[config.mk]
export PLATFORM = sky130hd
export DESIGN_NAME = ssd_demux
export DESIGN_NICKNAME = d
export VERILOG_FILES = /design/src/rtl/ssd_demux_pkg.sv /design/src/rtl/ssd_demux_sync_filter.sv /design/src/rtl/ssd_demux.sv
export SDC_FILE = /design/constraint.sdc
export NUM_CORES = 1
export LEC_CHECK = 0
export ABC_AREA = 1
export BUFFER_PORTS_ARGS = -buffer_cell sky130_fd_sc_hd__buf_2
export CAP_MARGIN = 25
export CORE_ASPECT_RATIO = 1.5
export CORE_MARGIN = 2
export CORE_UTILIZATION = 35
export CTS_CLUSTER_SIZE = 8
export DETAILED_ROUTE_END_ITERATION = 10
export GPL_TIMING_DRIVEN = 0
export PLACE_DENSITY = 0.51
export SYNTH_ARGS = -nofsm -noshare
export SYNTH_HDL_FRONTEND = slang
export SYNTH_SLANG_ARGS = --single-unit
[constraint.sdc]
create_clock -name i_CLK -period 3.5 [get_ports i_CLK]
set_input_delay 0.35 -clock i_CLK [delete_from_list [all_inputs] [get_ports i_CLK]]
set_output_delay 0.35 -clock i_CLK [all_outputs]
set_load 0.03 [all_outputs]
[src/rtl/ssd_demux_pkg.sv]
// Shared types, constants and decode helpers for the seven-segment bus receiver.
package ssd_demux_pkg;

    localparam int unsigned DIGIT_W   = 4;
    localparam int unsigned ANODE_W   = 4;
    localparam int unsigned SLOT_W    = 2;
    localparam int unsigned NUM_SLOTS = 4;

    localparam logic [ANODE_W-1:0] ANODE_D1    = 4'b0111;
    localparam logic [ANODE_W-1:0] ANODE_D2    = 4'b1011;
    localparam logic [ANODE_W-1:0] ANODE_D3    = 4'b1101;
    localparam logic [ANODE_W-1:0] ANODE_D4    = 4'b1110;
    localparam logic [ANODE_W-1:0] ANODE_BLANK = 4'b1111;

    // State name is the next slot the scan is expected to deliver.
    typedef enum logic [1:0] {
        WAIT_D1 = 2'd0,
        WAIT_D2 = 2'd1,
        WAIT_D3 = 2'd2,
        WAIT_D4 = 2'd3
    } state_e;

    // One sample of the display bus.
    typedef struct packed {
        logic [ANODE_W-1:0] anodes;
        logic [DIGIT_W-1:0] digit;
    } ssd_bus_t;

    localparam ssd_bus_t BUS_IDLE = '{anodes: ANODE_BLANK, digit: '0};

    // Anode pattern classification; slot is 0-based (0 = digit 1).
    typedef struct packed {
        logic              legal;
        logic              blank;
        logic [SLOT_W-1:0] slot;
    } anode_dec_t;

    // Classify a settled anode pattern.
    function automatic anode_dec_t decode_anodes(input logic [ANODE_W-1:0] anodes);
        anode_dec_t dec;
        dec = '0;
        case (anodes)
            ANODE_D1:    begin dec.legal = 1'b1; dec.slot = 2'd0; end
            ANODE_D2:    begin dec.legal = 1'b1; dec.slot = 2'd1; end
            ANODE_D3:    begin dec.legal = 1'b1; dec.slot = 2'd2; end
            ANODE_D4:    begin dec.legal = 1'b1; dec.slot = 2'd3; end
            ANODE_BLANK: dec.blank = 1'b1;
            default:     dec = '0;
        endcase
        return dec;
    endfunction

    // Slot index the FSM is waiting for.
    function automatic logic [SLOT_W-1:0] expected_slot(input state_e st);
        logic [SLOT_W-1:0] s;
        case (st)
            WAIT_D1: s = 2'd0;
            WAIT_D2: s = 2'd1;
            WAIT_D3: s = 2'd2;
            WAIT_D4: s = 2'd3;
            default: s = 2'd0;
        endcase
        return s;
    endfunction

    // Successor state after an in-order capture.
    function automatic state_e advance(input state_e st);
        state_e nx;
        case (st)
            WAIT_D1: nx = WAIT_D2;
            WAIT_D2: nx = WAIT_D3;
            WAIT_D3: nx = WAIT_D4;
            WAIT_D4: nx = WAIT_D1;
            default: nx = WAIT_D1;
        endcase
        return nx;
    endfunction

endpackage

[src/rtl/ssd_demux_sync_filter.sv]
// Two-flop synchronizer, change detector and settle counter for the display bus.
module ssd_demux_sync_filter
    import ssd_demux_pkg::*;
#(
    parameter int unsigned SETTLE_CYCLES = 4
) (
    input  logic     clk,
    input  logic     rst,
    input  ssd_bus_t i_bus,
    output ssd_bus_t o_settled,
    output logic     o_settle_stb
);

    localparam int unsigned        CNT_W    = $clog2(SETTLE_CYCLES + 1);
    localparam logic [CNT_W-1:0]   CNT_SAT  = CNT_W'(SETTLE_CYCLES);
    localparam logic [CNT_W-1:0]   CNT_LAST = CNT_W'(SETTLE_CYCLES - 1);

    ssd_bus_t          sync1_q, sync1_d;
    ssd_bus_t          sync2_q, sync2_d;
    ssd_bus_t          prev_q, prev_d;
    ssd_bus_t          settled_q, settled_d;
    logic [CNT_W-1:0]  cnt_q, cnt_d;
    logic              stb_q, stb_d;
    logic              change;

    // Settle counting; the strobe fires on the single cycle the count reaches saturation.
    always_comb begin
        sync1_d   = i_bus;
        sync2_d   = sync1_q;
        prev_d    = sync2_q;
        cnt_d     = cnt_q;
        stb_d     = 1'b0;
        settled_d = settled_q;
        change    = (sync2_q != prev_q);

        if (change) begin
            cnt_d = '0;
        end else if (cnt_q != CNT_SAT) begin
            cnt_d = cnt_q + CNT_W'(1);
        end

        if (!change && (cnt_q == CNT_LAST)) begin
            stb_d     = 1'b1;
            settled_d = prev_q;
        end
    end

    // Synchronizer, history and counter registers.
    always_ff @(posedge clk or posedge rst) begin
        if (rst) begin
            sync1_q   <= BUS_IDLE;
            sync2_q   <= BUS_IDLE;
            prev_q    <= BUS_IDLE;
            settled_q <= BUS_IDLE;
            cnt_q     <= '0;
            stb_q     <= 1'b0;
        end else begin
            sync1_q   <= sync1_d;
            sync2_q   <= sync2_d;
            prev_q    <= prev_d;
            settled_q <= settled_d;
            cnt_q     <= cnt_d;
            stb_q     <= stb_d;
        end
    end

    assign o_settled    = settled_q;
    assign o_settle_stb = stb_q;

endmodule

[src/rtl/ssd_demux.sv]
// Receive side of the scanned seven-segment bus: rebuilds digits and tracks frame order.
module ssd_demux
    import ssd_demux_pkg::*;
#(
    parameter int unsigned SETTLE_CYCLES  = 4,
    parameter int unsigned TIMEOUT_CYCLES = 200_000_000
) (
    input  logic               i_CLK,
    input  logic               i_RST,
    input  logic [DIGIT_W-1:0] i_Digit,
    input  logic [ANODE_W-1:0] i_Anodes,
    output logic [DIGIT_W-1:0] o_Digit_1,
    output logic [DIGIT_W-1:0] o_Digit_2,
    output logic [DIGIT_W-1:0] o_Digit_3,
    output logic [DIGIT_W-1:0] o_Digit_4,
    output logic               o_Frame_Valid,
    output logic               o_Frame_Done,
    output logic               o_Seq_Err,
    output logic               o_Anode_Err,
    output logic               o_Timeout
);

    localparam int unsigned      TMO_W   = (TIMEOUT_CYCLES > 1) ? $clog2(TIMEOUT_CYCLES) : 1;
    localparam logic [TMO_W-1:0] TMO_MAX = TMO_W'(TIMEOUT_CYCLES - 1);

    ssd_bus_t   bus_in;
    ssd_bus_t   settled;
    logic       settle_stb;

    assign bus_in = '{anodes: i_Anodes, digit: i_Digit};

    ssd_demux_sync_filter #(
        .SETTLE_CYCLES (SETTLE_CYCLES)
    ) u_filter (
        .clk          (i_CLK),
        .rst          (i_RST),
        .i_bus        (bus_in),
        .o_settled    (settled),
        .o_settle_stb (settle_stb)
    );

    state_e                              state_q, state_d;
    logic [NUM_SLOTS-1:0][DIGIT_W-1:0]   digits_q, digits_d;
    logic [SLOT_W-1:0]                   last_slot_q, last_slot_d;
    logic                                last_vld_q, last_vld_d;
    logic [TMO_W-1:0]                    tmo_cnt_q, tmo_cnt_d;
    logic                                valid_q, valid_d;
    logic                                done_q, done_d;
    logic                                seq_err_q, seq_err_d;
    logic                                anode_err_q, anode_err_d;
    logic                                timeout_q, timeout_d;
    anode_dec_t                          dec;
    logic                                capture;

    // Decode, sequence FSM, digit capture and stale-scan timeout.
    always_comb begin
        state_d     = state_q;
        digits_d    = digits_q;
        last_slot_d = last_slot_q;
        last_vld_d  = last_vld_q;
        tmo_cnt_d   = tmo_cnt_q;
        valid_d     = valid_q;
        done_d      = 1'b0;
        seq_err_d   = 1'b0;
        anode_err_d = 1'b0;
        timeout_d   = timeout_q;

        dec         = decode_anodes(settled.anodes);
        capture     = settle_stb && dec.legal;
        anode_err_d = settle_stb && !dec.legal && !dec.blank;

        if (capture) begin
            digits_d[dec.slot] = settled.digit;
            tmo_cnt_d          = '0;
            timeout_d          = 1'b0;
            last_slot_d        = dec.slot;
            last_vld_d         = 1'b1;

            if (dec.slot == expected_slot(state_q)) begin
                state_d = advance(state_q);
                if (state_q == WAIT_D4) begin
                    done_d  = 1'b1;
                    valid_d = 1'b1;
                end
            end else if (dec.slot == 2'd0) begin
                // Slot 1 always restarts a frame; only a repeat of slot 1 is benign.
                state_d   = WAIT_D2;
                seq_err_d = !((state_q == WAIT_D2) && last_vld_q && (last_slot_q == 2'd0));
            end else if (last_vld_q && (dec.slot == last_slot_q)) begin
                state_d = state_q;
            end else begin
                state_d   = WAIT_D1;
                seq_err_d = 1'b1;
            end
        end else if (tmo_cnt_q == TMO_MAX) begin
            timeout_d = 1'b1;
            valid_d   = 1'b0;
            state_d   = WAIT_D1;
        end else begin
            tmo_cnt_d = tmo_cnt_q + TMO_W'(1);
        end
    end

    // State, digit and flag registers.
    always_ff @(posedge i_CLK or posedge i_RST) begin
        if (i_RST) begin
            state_q     <= WAIT_D1;
            digits_q    <= '0;
            last_slot_q <= '0;
            last_vld_q  <= 1'b0;
            tmo_cnt_q   <= '0;
            valid_q     <= 1'b0;
            done_q      <= 1'b0;
            seq_err_q   <= 1'b0;
            anode_err_q <= 1'b0;
            timeout_q   <= 1'b0;
        end else begin
            state_q     <= state_d;
            digits_q    <= digits_d;
            last_slot_q <= last_slot_d;
            last_vld_q  <= last_vld_d;
            tmo_cnt_q   <= tmo_cnt_d;
            valid_q     <= valid_d;
            done_q      <= done_d;
            seq_err_q   <= seq_err_d;
            anode_err_q <= anode_err_d;
            timeout_q   <= timeout_d;
        end
    end

    assign o_Digit_1     = digits_q[0];
    assign o_Digit_2     = digits_q[1];
    assign o_Digit_3     = digits_q[2];
    assign o_Digit_4     = digits_q[3];
    assign o_Frame_Valid = valid_q;
    assign o_Frame_Done  = done_q;
    assign o_Seq_Err     = seq_err_q;
    assign o_Anode_Err   = anode_err_q;
    assign o_Timeout     = timeout_q;

endmodule

==> flow_summary.ini <==
[timing]
timing.hold.ws_ns = 0.105
fmax_mhz = 470
finalSetupTns_ns = 0
drv_slew = 0
fin_crit_sh = 0.608
skew_ns = 0.00798
rsz0062_at_grt = false
setup_ws_ns = 1.37
tightestPinTransition_ns = 0.461
maxSlewHeadroom = 0.690
hold_viol_final = 0
setup_viol = 0
min_period_ns = 2.13

[floorplan]
rows = 48
die_w_um = 91.7
core-area_mm2 = 0.0114
dieArea_mm2 = 0.0124
fp.dieH_um = 136
ios = 31
initial_utilization = 0.354

[worst_setup_path]
critPathMaxFanout = 8
critPathSlowestCell = dfrtp_1
cp_common_cell = nand2_1
crit_arrival_ns = 2.35
rrSetupSlack_ns = 1.37
crit_buf_inv = 1
worstPathCellList = ha_1 > nand3_1 > nor2_2 > inv_1 > nor2_1 > nand4_1 > nand2_1 > nand2_1 > nand2_1 > nand2_1
crit_type = register to register
cp_num_cells = 10
reg2reg_depth = 10
slowest_delay_ns = 0.39
reg2reg_from = tmo_cnt_q[0]$_DFFE_PP0P_
critical_path.top_delay_family = simple AND/OR/NAND/NOR gates
required_ns = 3.72
start_kind = register
crit_path_end_kind = register
reg2reg_to = state_q[0]$_DFFE_PP0P_

[placed_design]
pre_cts_ws_ns = 1.36
io_buffers = 30
dp.cells = 619
hpwl_um = 5480
place_congestion = 0.839
place_area_mm2 = 0.00441

[clock_tree]
clk_pin_slew_ns = 0.07
cts_buffer_depth = 2
clk_latency_ns = 0.34
cts_tree = yes
clkSinkCount = 90
htreeDepth = 3
post_cts.repair.setup_buffers = 0
clock-root-buffer = clkbuf_16
cts_made_buffers = 9

[logic_synthesis]
synth_cells = 438
yosysSeqAreaShare = 0.562
synth.top_cell.area_share = 0.458
yosysTopAreaCell = dfrtp_1
synth-edff-count = 0
synth_seq_cells = 90
synthArstFlopShare = 1.00
syn_area_mm2 = 0.00404
yosys_warnings = 0
synthMostInstantiatedCell = nand2_1
synth_cell_types = 37
synth_ff_type = dfrtp_1
synthTopCellsByCount = nand2_1, dfrtp_1, inv_1
ys_top_cells_by_area = dfrtp_1, nand2_1, dfstp_2, inv_1, nor2_1
syn_nets = 456
avgSynthCellArea_um2 = 9.23

[run_status]
status = finished clean

[pwr]
vdd_drop_max_mv = 0.252
power_density_mw_per_mm2 = 442
p_leak_nw = 2.24
finalPower_mw = 2.09

[min_path]
min_from = i_Anodes[0]
min_path_type = input port to register
hold_depth = 1
whs_endpoint = u_filter.sync1_q[4]$_DFF_PP1_

[final_layout]
design_area_mm2 = 0.00472
layout-drive-gt1-share = 0.191
n_antenna_cell = 0
fin_util = 0.414
fillers = 1148
layoutNonFillerInstCount = 636
nets = 499
area_growth_pct = 16.8

[detailed_routing]
wl_per_cell_um = 12.1
wl_um = 7720
vias = 2959
firstDrtPassIters = 4
ant_nets = 0
viasPerCell = 4.65
drt_iter0_drc = 162
drc = 0

[global_routing]
grt_pass1_vias = 2955
antenna_found_initial = 0
grt_max_degree = 68
grt_usage = 0.138
grt_pass1_wl_um = 13800
grt_overflow = 0

[job]
drv_cap = 0
[cells by family (layout without fill, tap and decap cells)]
group	after synthesis	count (layout)	share of synthesized area
AO/OA/AOI/OAI	52	52	0.0715
XOR/XNOR	18	18	0.0390
adder cells (fa/ha/maj)	8	8	0.0248
buffers and inverters	54	102	0.0536
flip-flops	90	90	0.562
AND/OR/NAND/NOR	216	216	0.249
[cell usage in the layout, fill, tap and decap left out, drive strengths merged]
master	Yosys	layout
nand2	120	120
dfrtp	74	74
inv	49	53
nor2	43	43
buf	4	35
o21ai	34	34
nand3	23	23
dfstp	16	16
nor3	12	12
a21oi	12	12
clkbuf	1	11
xor2	10	10
xnor2	8	8
ha	8	8
nand4	7	7
or2	4	4
a31oi	4	4
nand3b	2	2
and3	2	2
nor4b	1	1
a21boi	1	1
nor3b	1	1
a211oi	1	1
nor4	1	1
clkinv	0	1
bufinv	0	1
dlygate4sd3	0	1
[power by group]
| group | internal, mW | total, mW | switching [mW] |
|---|---|---|---|
| sequential | 1.06 | 1.07 | 0.00700 |
| combinational | 0.0135 | 0.0401 | 0.0266 |
| clock | 0.564 | 0.979 | 0.415 |
| total | 1.64 | 2.09 | 0.448 |
[final cells by class]
class                      instances  area, µm²  share of cell area
clock buffer                      10        229              0.0485
clock inverter                     6       71.3              0.0151
timing repair buffer              32        188              0.0398
inverter                          49        189              0.0400
buffer                             5       30.0             0.00636
tap                              150        188              0.0398
sequential                        90       2270               0.481
multi-input combinational        294       1550               0.329
[sequential cells by signal, indices dropped and copies added, names as in the netlist]
signal                 count
last_vld_q                 1
o_Frame_Valid              1
o_Digit_2                  4
o_Digit_3                  4
tmo_cnt_q                 28
o_Digit_4                  4
last_slot_q                2
state_q                    2
o_Seq_Err                  1
u_filter.sync1_q           8
u_filter.prev_d            8
u_filter.o_settled         8
u_filter.o_settle_stb      1
u_filter.prev_q            8
o_Digit_1                  4
u_filter.cnt_q             3
o_Anode_Err                1
o_Timeout                  1
o_Frame_Done               1
[layer usage]
metal	share of wire	global-route usage	wire (µm)
met5	0	0	0
met1	0.45	0.173	3500
met4	0.020	0.0589	152
met3	0.040	0.0301	306
met2	0.49	0.231	3760
[how the worst max path moves through the flow]
stage,startpoint,end,slack [ns]
after floorplan,i_RST,last_slot_q[0]$_DFFE_PP0P_,0.84
after global placement,i_RST,u_filter.cnt_q[0]$_DFFE_PP0P_,-0.25
after detailed placement,tmo_cnt_q[0]$_DFFE_PP0P_,state_q[0]$_DFFE_PP0P_,1.36
after CTS,tmo_cnt_q[0]$_DFFE_PP0P_,state_q[0]$_DFFE_PP0P_,1.34
after global routing,tmo_cnt_q[0]$_DFFE_PP0P_,state_q[0]$_DFFE_PP0P_,1.17
final,tmo_cnt_q[0]$_DFFE_PP0P_,state_q[0]$_DFFE_PP0P_,1.37
[repair_timing]
action / CTS / global route
endpoints found under the hold margin: 23 / 0
resized for setup: 0 / 0
hold buffers: 1 / 0
Note: power is estimated with default switching activity, not from simulation.
